**config.mk**
```make
export PLATFORM = sky130hd
export DESIGN_NAME = instr_mem
export DESIGN_NICKNAME = d
export VERILOG_FILES = /design/src/rtl/instr_mem.sv
export SDC_FILE = /design/constraint.sdc
export NUM_CORES = 1
export LEC_CHECK = 0
export BUFFER_PORTS_ARGS = -buffer_cell sky130_fd_sc_hd__buf_4
export CORE_UTILIZATION = 55
export DETAILED_ROUTE_END_ITERATION = 10
export PLACE_DENSITY_LB_ADDON = 0.1
export REMOVE_ABC_BUFFERS = 1
export SLEW_MARGIN = 15
export SYNTH_ARGS = -nofsm -noshare
export SYNTH_HDL_FRONTEND = slang
export SYNTH_SLANG_ARGS = --single-unit
```
**constraint.sdc**
```tcl
create_clock -name clk -period 7.6 [get_ports clk]
set_input_delay 1.52 -clock clk [delete_from_list [all_inputs] [get_ports clk]]
set_output_delay 1.52 -clock clk [all_outputs]
set_load 0.01 [all_outputs]
```
**src/rtl/instr_mem.sv**
```systemverilog
`default_nettype none
// ============================================================================
// Module      : instr_mem
// Description : Word-addressed instruction memory with a combinational fetch
//               port, a synchronous load port and a sticky write-protect lock.
//               Optional even-parity protection is enabled by IM_PARITY_EN.
// Revision    : 1.0 - initial release
// ============================================================================
module instr_mem #(
  parameter int ADDR_W = 5,
  parameter int DATA_W = 32
) (
  input  logic              clk,
  input  logic              rst_n,
  input  logic [ADDR_W-1:0] address,
  output logic [DATA_W-1:0] rd,
  input  logic              we,
  input  logic [ADDR_W-1:0] waddr,
  input  logic [DATA_W-1:0] wdata,
  input  logic              lock,
  output logic              locked,
`ifdef IM_PARITY_EN
  output logic              par_err,
`endif
  output logic              wr_reject
);

  localparam int c_DEPTH = 2 ** ADDR_W;

  logic [DATA_W-1:0] IM [0:c_DEPTH-1];
  logic              r_locked;
  logic              r_wr_reject;
  logic              w_wr_en;

  assign w_wr_en = we & ~r_locked;

`ifdef IM_PARITY_EN
  logic r_par [0:c_DEPTH-1];
`endif

  // Contents deliberately survive reset; reset only suppresses writes.
  always_ff @(posedge clk or negedge rst_n) begin
    if (!rst_n) begin
    end else if (w_wr_en) begin
      IM[waddr]    <= wdata;
`ifdef IM_PARITY_EN
      r_par[waddr] <= ^wdata;
`endif
    end
  end

  always_ff @(posedge clk or negedge rst_n) begin
    if (!rst_n) begin
      r_locked    <= 1'b0;
      r_wr_reject <= 1'b0;
    end else begin
      if (lock) begin
        r_locked <= 1'b1;
      end
      r_wr_reject <= we & r_locked;
    end
  end

  assign rd        = IM[address];
  assign locked    = r_locked;
  assign wr_reject = r_wr_reject;

`ifdef IM_PARITY_EN
  assign par_err = (^IM[address]) ^ r_par[address];
`endif

endmodule
`default_nettype wire

```
# After elaboration in Yosys (flattened, before gate mapping)
# Memory sizes are Yosys's and may differ from the RTL's.
# Cells that the tools add are included.
totals:
  regBits: 2
  latchBits: 0
  mem_bits_rw: 1024
  mem_bits_ro: 0
  in_bits: 46
  out_inout_bits: 34
  elab_cells: 9
  n_memories: 1
classes:
  n_addsub: 0
  multipliers: 0
  n_div: 0
  n_lt_le_gt_ge: 0
  eq_ne: 0
  n_shift: 0
  n_mux: 2
  bitwise: 3
  reduce_logical: 1
mem_list:
  columns: ["name", "words", "width", "read_ports", "rd_ports_with_merged_regs", "write_ports", "line_no", "text"]
  rows:
  - ["IM", 32, 32, 1, 0, 1, "30", "logic [DATA_W-1:0] IM [0:c_DEPTH-1];"]
ops:
  columns: ["op", "n"]
  rows:
  - ["$and A1 B1 Y1", 2]
  - ["$mux W1", 2]
  - ["$logic_and A1 B1 Y1", 1]
  - ["$not A1 Y1", 1]

# Longest topological paths before layout
# Gate-level depths: netlist (run 1).
depth:
  word_depth: 5
  depth_mapped: 8
  depth_no_buf: 5

# Least setup slack after synthesis (run 1)
# No wires, ideal clock.
synth_path:
  path_kind: "input to output"
  start: "input address[0]"
  end: "output rd[25]"
  arrival_time_ns: 2.654
  required_time_ns: 6.080
  path_slack_ns: 3.426
  cell_stages: 8
  path_buffers: 4
  path_cell_list: "buf_4 -> buf_6 -> buf_6 -> buf_6 -> mux2i_1 -> a22oi_1 -> a31oi_1 -> nand3_1"
synth_via:
  elab_chain_cells: 1
synth_rtl:
  columns: ["element", "line_no", "text"]
  rows:
  - ["from (decl)", "15", "input logic [ADDR_W-1:0] address,"]
  - ["$mem_v2 Z32 W32", null, null]
  - ["to (decl)", "16", "output logic [DATA_W-1:0] rd,"]
# No other way between the ends.

# Worst setup path after layout (run 1)
layout_path:
  start: "input address[1]"
  end: "output rd[23]"
# Same word-level chain as after synthesis.

==> reports/qor.yml, run 1 <==
critPathArrivalTime_ps: 3920
dr.pass1.iters: 5
grt_max_degree: 85
fill_cells: 5092
yosys-top-cells-area: "edfxtp_1 (77%), mux2i_1 (13%), a22oi_1 (1.8%), a22o_1 (1.4%), nand3_1 (1.2%)"
globalRoute.totalOverflow: 0
detail_route.iter0.violations: 2061
regToRegEndpoint: "IM[8][1]"
critPathLaunchType: "input port"
synth-edff-count: 1024
dpl.hpwl_um: 46940
multi_input_area_mm2: 0.008633
crit_chain: "buf_4, and2_4, buf_4, a22o_1, nor3_1, a31oi_1, nand3_1, buf_4"
synth.distinct_cells: 26
cts_buffer_depth: 3
comb_power_share_pct: 4.7
hp-class: "reg -> reg"
yosysWarnings: 0
register_area_mm2: 0.03080
grt_pass1_vias: 20920
synthFlopType: "edfxtp_1"
cp-end-kind: "primary output"
clk_latency_ps: 640
cts.repair.resized: 0
ir_worst_vdd_uv: 167.4
skew_ps: 19.78
clkTransAtPathRegs_ps: 60
core-area_mm2: 0.07161
min_from: "locked"
worst_pin_slew_ps: 1234
rows: 98
cts_max_level: 3
dp_slack_ps: 2200
cts_buffers: 102
power.static_leakage_nw: 15.59
design_area_mm2: 0.04495
wirelength_um: 97430
die_area_mm2: 0.07366
power_frac_seq_pct: 53.8
syn_inst: 2236
clock-sinks: 1026
drtAntennaViolNets: 0
drive_gt1_share_pct: 13.19
criticalPathCategory: "in -> out"
syn_area_mm2: 0.03992
io_pins: 80
r2r-start: "locked"
hold_violations: 0
post_cts_buffers: 0
swShare_pct: 20.54
place_area_mm2: 0.04179
avgSynthCellArea_um2: 17.85
avgRoutedWirePerCell_um: 28.85
whs_endpoint: "locked"
cp_slowest_stage_delay_ps: 760
slew_violations: 0
fin_crit_sh_pct: 71.59
via_per_inst: 6.223
clockPowerShare_pct: 41.5
ys_ff_latch: 1026
finalHoldWorstSlack_ps: 549.0
root_buffer: "clkbuf_16"
grt_setup_unrepaired: "false"
timing.fmax_mhz: 183.8
antenna_found_initial: 1
async_flop_share_pct: 0.1949
fin_crit_ps: 5441
grt_first_pass_wirelength_um: 139800
initial_utilization_pct: 55.75
path_common_cell: "buf_4"
outcome: "finished clean"
die_w_um: 271.4
switching_power_mw: 2.374
reg2regPathDepth: 4
antenna_cells: 0
cts_tree: "built"
seq_area_frac_synth_pct: 77.16
finalSetupViolCount: 0
final_nets: 2396
slowest_stage: "and2_4"
final_common_cell: "edfxtp_1"
die_h_um: 271.4
p_int_mw: 9.184
slew_headroom_pct: 17.57
rrSetupSlack_ps: 4350
drc: 0
critPathMaxFanout: 52
hold_depth: 1
place.gp.congestion: 0.7561
synth_top_cell_by_area: "edfxtp_1"
power_density_mw_per_mm2: 257.1
via_count: 21020
grtUsageTotal_pct: 26.45
fin_ws_ps: 2159
syn2layout_area_growth_pct: 12.61
mostFrequentLayoutCells: "edfxtp_1 (1024), mux2i_1 (512), buf_4 (126)"
io_buffers: 79
synth_top_cell_area_share_pct: 77.03
critPathRequiredTime_ps: 6080
cap_violations: 0
cts_hold_buffers: 0
[per-stage QoR]
| stage | instances | utilization (%) | total power [mW] | setup TNS [ps] |
|---|---|---|---|---|
| 5_1_grt | 3377 | 62.77 | 11.85 | 0 |
| 6_report | 3377 | 62.77 | 11.56 | 0 |
| 4_1_cts | 3377 | 62.77 | 11.61 | 0 |
| 3_5_place_dp | 3196 | 58.36 | 6.880 | 0 |
| 2_1_floorplan | 2109 | - | 6.583 | -11440 |
| 3_3_place_gp | 3195 | 58.32 | 6.872 | 0 |
[cell usage after synthesis (2+ instances only)]
| cell type | number |
|---|---|
| edfxtp_1 | 1024 |
| a22oi_1 | 96 |
| or2_2 | 2 |
| nand2_1 | 100 |
| clkbuf_1 | 46 |
| dfrtp_1 | 2 |
| buf_6 | 15 |
| buf_1 | 5 |
| a21oi_1 | 96 |
| buf_2 | 26 |
| nand2b_1 | 2 |
| buf_4 | 33 |
| clkbuf_4 | 2 |
| nor3_1 | 32 |
| mux2i_1 | 512 |
| a22o_1 | 64 |
| nand3_1 | 98 |
| or3b_2 | 2 |
| nand3b_1 | 4 |
| nor2_1 | 36 |
| and2_1 | 2 |
| or3_1 | 2 |
| a31oi_1 | 32 |
[worst max-delay path: cells and delay by family]
kind,cells,cell delay (ps)
buffers and inverters,3,890
AO/OA/AOI/OAI,2,530
AND/OR/NAND/NOR,3,930
[how the worst max path moves through the flow]
stage / start / end / slack [ps]
finish: address[1] / rd[23] / 2160
global route: address[1] / rd[21] / 2060
CTS: address[1] / rd[21] / 2200
detailed placement: address[1] / rd[21] / 2200
global placement: address[1] / rd[23] / 2150
floorplan: address[1] / rd[0] / -360
[routing by layer]
metal  track usage [%]  vias up  share of wire, %
li1                  -     9121                 -
met1             39.37    10920                44
met2             40.86      829                46
met3             3.883      142               7.5
met4             7.910        2               2.2
met5                 0        -            0.0072
[state kept, by name, indices dropped and copies added, names as in the netlist]
signal	cells
IM	1024
wr_reject	1
locked	1
[cell type report]
class,instances,share of cell area (%)
well taps,950,2.644
repair buffers,137,2.600
clock buffers,120,5.970
multi-input cells,1083,19.21
flip-flops and latches,1026,68.52
clock inverters,61,1.063
[cell families after synthesis]
logic type	Yosys count	synth area share (%)
compound gates	288	4.915
buf+inv	127	1.887
flops	1026	77.16
mux	512	12.84
simple gates	283	3.203
[power groups by stage]
stage          Sequential (mW)  Clock (mW)  Combinational (mW)
2_1_floorplan             6.34           0               0.239
3_3_place_gp              6.34           0               0.531
3_5_place_dp              6.34           0               0.539
4_1_cts                   6.22        4.85               0.540
5_1_grt                   6.22        5.06               0.575
6_report                  6.22        4.80               0.541
(Power assumes the default switching activity.)
==> inputs of run 2 (changes only) <==
==> constraint.sdc (replaced) <==
create_clock -name clk -period 4.4 [get_ports clk]
set_input_delay 0.88 -clock clk [delete_from_list [all_inputs] [get_ports clk]]
set_output_delay 0.88 -clock clk [all_outputs]
set_load 0.01 [all_outputs]
==> run 2 against run 1 <==
Non-clock buffer count is 31 higher; hold slack worse by 120 ps; count of clock-buffer cells in the layout is 17 higher; global-route usage is 0.23 points higher; setup slack worse by 1400 ps; routed wire length hardly changed; clock power is 72% higher; die area stayed put; sequential power is 72% higher; flip-flop and latch count stayed put; critical endpoint is now rd[19]; largest cell class unchanged.
==> reports/qor.yml, run 2 (same netlist as run 1, synthesis figures left out) <==
die_area_mm2: 0.07366  # unchanged
avgRoutedWirePerCell_um: 28.56  # was 28.85 um
globalRoute.totalOverflow: 0  # unchanged
clkTransAtPathRegs_ps: 60  # about the same
timing.fmax_mhz: 273.2
final_nets: 2426  # was 2396
cts_tree: "built"  # unchanged
fill_cells: 5028  # was 5092
via_per_inst: 6.228  # was 6.223
clk_latency_ps: 650  # was 640 ps
critPathLaunchType: "input port"  # unchanged
die_h_um: 271.4  # unchanged
critPathRequiredTime_ps: 3520  # was 6080 ps
power.static_leakage_nw: 15.77  # was 15.59 nW
cts_buffers: 101  # was 102
core-area_mm2: 0.07161  # unchanged
place.gp.congestion: 0.7598  # was 0.7561
slew_violations: 0  # unchanged
finalSetupViolCount: 0  # unchanged
dr.pass1.iters: 5  # unchanged
wirelength_um: 97520  # was 97430 um
grt_max_degree: 93  # was 85
outcome: "finished clean"  # unchanged
ir_worst_vdd_uv: 325.8  # was 167.4 uV
detail_route.iter0.violations: 2312  # was 2061
clock-sinks: 1026  # unchanged
worstSetupEndpoint: "rd[19]"  # was rd[23]
final.setup.tns_ps: 0  # unchanged
grt_first_pass_wirelength_um: 141900  # was 139800 um
dpl.hpwl_um: 48130  # was 46940 um
cp-end-kind: "primary output"  # unchanged
fin_crit_ps: 3661
hold_violations: 0  # unchanged
worst_pin_slew_ps: 1102  # was 1234 ps
drc: 0  # unchanged
r2r-start: "locked"  # unchanged
grt_pass1_vias: 21150  # was 20920
critPathMaxFanout: 25  # was 52
via_count: 21270  # was 21020
hp-class: "in -> reg"  # was reg -> reg
fin_ws_ps: 739.2  # was 2159 ps
skew_ps: 11.77  # was 19.78 ps
dp_slack_ps: 748.1  # was 2200 ps
rows: 98  # unchanged
initial_utilization_pct: 55.75  # unchanged
min_from: "lock"  # was locked
cts_buffer_depth: 3  # unchanged
criticalPathCategory: "in -> out"  # unchanged
largest_reg_flops: 1024  # unchanged
antenna_found_initial: 2  # was 1
slew_headroom_pct: 26.53  # was 17.57%
finalHoldWorstSlack_ps: 428.1  # was 549.0 ps
regToRegEndpoint: "IM[24][26]"  # was IM[8][1]
fin_crit_sh_pct: 83.20
die_w_um: 271.4  # unchanged
final_common_cell: "edfxtp_1"  # unchanged
cap_violations: 0  # unchanged
grtUsageTotal_pct: 26.69  # was 26.45%
design_area_mm2: 0.04537  # was 0.04495 mm^2
place_area_mm2: 0.04220  # was 0.04179 mm^2
reg2regPathDepth: 4  # unchanged
mostFrequentLayoutCells: "edfxtp_1 (1024), mux2i_1 (512), buf_4 (141)"  # was edfxtp_1 (1024), mux2i_1 (512), buf_4 (126)
drive_gt1_share_pct: 14.20  # was 13.19%
cts.repair.resized: 0  # unchanged
io_pins: 80  # unchanged
critPathArrivalTime_ps: 2780  # was 3920 ps
syn2layout_area_growth_pct: 13.65  # was 12.61%
io_buffers: 79  # unchanged
power_density_mw_per_mm2: 440.3  # was 257.1 mW/mm^2
critPathLaunch: "address[0]"  # was address[1]
drtAntennaViolNets: 0  # unchanged
root_buffer: "clkbuf_16"  # unchanged
rrSetupSlack_ps: 1660  # was 4350 ps
cts_max_level: 3  # unchanged
largest-register: "IM"  # unchanged
grt_setup_unrepaired: "false"  # unchanged
-- run 2: cell types whose count changed in the layout (fill, tap and decap cells not counted), sizes merged --
cell | before | now
buf | 137 | 167
clkbuf | 120 | 137
clkinv | 51 | 37
inv | 0 | 5
bufinv | 8 | 7
clkinvlp | 2 | 1
diode | 0 | 1
dlygate4sd3 | 0 | 1
-- run 2: worst max-delay path: stages --
cell and delay [ps]:
buf_8 300, buf_4 440, mux2i_1 250, a22o_1 170, nor3_1 50, a31oi_1 280
nand3_1 180, buf_4 190
-- run 2: timing repair --
| item | 4_1_cts | 5_1_grt |
|---|---|---|
| hold endpoints to repair | 2 | 0 |
| hold buffers | 1 | 0 |
| buffers inserted | 0 | 0 |
| setup endpoints to repair | 0 | 0 |
-- run 2: how the worst min path moves through the flow --
stage,end,slack [ps],depth (start not counted)
3_5_place_dp,locked,540,1
6_report,locked,430,2
5_1_grt,locked,420,2
3_3_place_gp,locked,520,1
4_1_cts,locked,400,2
2_1_floorplan,locked,560,1
-- run 2: per-layer routing --
layer | wire length [um] | vias to the layer above | track usage [%]
met3 | 7335 | 154 | 3.494
li1 | - | 9209 | -
met2 | 45860 | 849 | 41.80
met5 | 14 | - | 0
met1 | 42100 | 11050 | 39.65
met4 | 2214 | 2 | 7.540
-- run 2: power breakdown --
part	internal [mW]	total, mW	switching, mW	leakage (nW)
registers	10.7	10.7	0.000134	9.22
logic	0.354	0.958	0.604	5.00
clock network	4.75	8.27	3.52	1.55
total	15.8	20.0	4.13	15.8
-- run 2: cell type report --
class | count | area (um^2) | share of cell area [%]
diodes | 1 | 2.502 | 0.005516
flip-flops and latches | 1026 | 30800 | 67.89
clock buffers | 137 | 2725 | 6.007
repair buffers | 168 | 1584 | 3.491
well taps | 950 | 1189 | 2.620
multi-input cells | 1083 | 8633 | 19.03
clock inverters | 50 | 435.4 | 0.9597
-- run 2: metrics by stage --
step                      instances  total power [mW]  util, %
after detailed placement       3226             11.91    58.93
after floorplan                2109             11.37        -
after global placement         3226             11.89    58.93
after global routing           3415             20.53    63.36
after CTS                      3414             20.09    63.35
final                          3415             19.98    63.36
==> inputs of run 3 (changes only) <==
==> constraint.sdc (replaced) <==
create_clock -name clk -period 3.6 [get_ports clk]
set_input_delay 0.72 -clock clk [delete_from_list [all_inputs] [get_ports clk]]
set_output_delay 0.72 -clock clk [all_outputs]
set_load 0.01 [all_outputs]
==> run 3 against run 2 <==
Sequential power grew 22%; flip-flop and latch count is the same; hold slack lost 170 ps; count of clock-buffer cells in the layout grew 1; combinational power grew 25%; routed wire length grew 0.91%; via count shrank 0.49%; clock power grew 23%; first-iteration DRC count shrank 18%; core utilization grew 0.63 points; cell count grew 0.53%; die area is the same; highest routed layer unchanged.
==> reports/qor.yml, run 3 (same netlist as run 1, synthesis figures left out) <==
final_common_cell: "edfxtp_1"  # unchanged
place.gp.congestion: 0.7843  # was 0.7598
cts_buffer_depth: 3  # unchanged
hp-class: "in -> reg"  # unchanged
antenna_found_initial: 1  # was 2
slew_headroom_pct: 44.88  # was 26.53%
dpl.cell_count: 3243  # was 3226
slew_violations: 0  # unchanged
critPathRequiredTime_ps: 2880  # was 3520 ps
cp-end-kind: "primary output"  # unchanged
root_buffer: "clkbuf_16"  # unchanged
mostFrequentLayoutCells: "edfxtp_1 (1024), mux2i_1 (512), buf_4 (137)"  # was edfxtp_1 (1024), mux2i_1 (512), buf_4 (141)
drive_gt1_share_pct: 14.82  # was 14.20%
via_per_inst: 6.165  # was 6.228
post_cts_buffers: 0  # unchanged
io_pins: 80  # unchanged
criticalPathCategory: "in -> out"  # unchanged
core-area_mm2: 0.07161  # unchanged
ir_worst_vdd_uv: 307.9  # was 325.8 uV
register_area_mm2: 0.03080  # unchanged
power.static_leakage_nw: 15.99  # was 15.77 nW
clk_latency_ps: 650  # about the same
detail_route.iter0.violations: 1902  # was 2312
critPathMaxFanout: 78  # was 25
dpl.hpwl_um: 50960  # was 48130 um
worst_pin_slew_ps: 824.8  # was 1102 ps
finalSetupViolCount: 0  # unchanged
fin_crit_ps: 3246
grt_max_degree: 79  # was 93
fin_crit_sh_pct: 90.17
critPathArrivalTime_ps: 2530  # was 2780 ps
outcome: "finished clean"  # unchanged
final_nets: 2445  # was 2426
rows: 98  # unchanged
die_w_um: 271.4  # unchanged
io_buffers: 79  # unchanged
cts_max_level: 3  # unchanged
syn2layout_area_growth_pct: 14.79  # was 13.65%
drc: 0  # unchanged
place_area_mm2: 0.04259  # was 0.04220 mm^2
grt_first_pass_wirelength_um: 142600  # was 141900 um
critPathLaunchType: "input port"  # unchanged
multi_input_area_mm2: 0.008633  # unchanged
initial_utilization_pct: 55.75  # unchanged
skew_ps: 13.89  # was 11.77 ps
timing.fmax_mhz: 308.1
stdcell_count: 3433  # was 3415
largest_reg_flops: 1024  # unchanged
avgRoutedWirePerCell_um: 28.66  # was 28.56 um
finalHoldWorstSlack_ps: 259.7  # was 428.1 ps
fill_cells: 5006  # was 5028
cap_violations: 0  # unchanged
clkTransAtPathRegs_ps: 60  # about the same
drtAntennaViolNets: 0  # unchanged
grtUsageTotal_pct: 26.95  # was 26.69%
dr.pass1.iters: 5  # unchanged
design_area_mm2: 0.04582  # was 0.04537 mm^2
hold_violations: 0  # unchanged
power_density_mw_per_mm2: 535.7  # was 440.3 mW/mm^2
wirelength_um: 98410  # was 97520 um
clock-sinks: 1026  # unchanged
die_h_um: 271.4  # unchanged
globalRoute.totalOverflow: 0  # unchanged
largest-register: "IM"  # unchanged
grt_pass1_vias: 21000  # was 21150
cts_buffers: 103  # was 101
grt_setup_unrepaired: "false"  # unchanged
die_area_mm2: 0.07366  # unchanged
cts_tree: "built"  # unchanged
antenna_cells: 0  # was 1
via_count: 21160  # was 21270
[run 3: critical path: stages]
cell and delay, ps:
buf_8 160, buf_12 420, mux2i_1 280, a22o_1 180, nor3_1 60, a31oi_1 170
nand3_1 180, buf_4 200
[run 3: where the power goes]
group,total [mW],switching (mW),internal (mW)
Combinational,1.20,0.742,0.455
Sequential,13.1,0.000219,13.1
Clock,10.2,4.31,5.91
[run 3: metrics by stage]
stage	power, mW	utilization, %	setup slack [ps]	TNS, ps
2_1_floorplan	13.90	-	-2758	-88240
3_3_place_gp	14.56	59.47	470.3	0
3_5_place_dp	14.58	59.47	383.9	0
4_1_cts	24.70	63.99	373.4	0
5_1_grt	25.21	63.99	289.0	0
6_report	24.55	63.99	353.9	0
[run 3: path summary, 6_finish.rpt]
path,startpoint,to,slack [ps],cells after the start
setup reg to reg,locked,IM[0][1],1190,4
max in group asynchronous,rst_n,wr_reject,3130,2
setup / recovery,address[0],rd[19],350,8
hold / removal,lock,locked,260,2
hold reg to reg,locked,locked,540,1
min in group asynchronous,rst_n,locked,380,2
[run 3: layer usage]
metal	global-route usage, %	wire length, um	up-vias
li1	-	-	9245
met1	38.68	42250	10970
met2	42.74	46700	805
met3	4.122	6727	138
met4	8.649	2705	2
met5	0	17	-
[run 3: what timing repair did]
item	CTS	global route
gates resized for setup	0	0
setup endpoints to repair	0	0
hold buffers	1	0
endpoints found under the hold margin	2	0
[run 3: cell type report]
type	count	area share [%]
well taps	950	2.594
clock inverters	51	0.8820
repair buffers	185	4.309
flip-flops and latches	1026	67.21
multi-input cells	1083	18.84
clock buffers	138	6.160
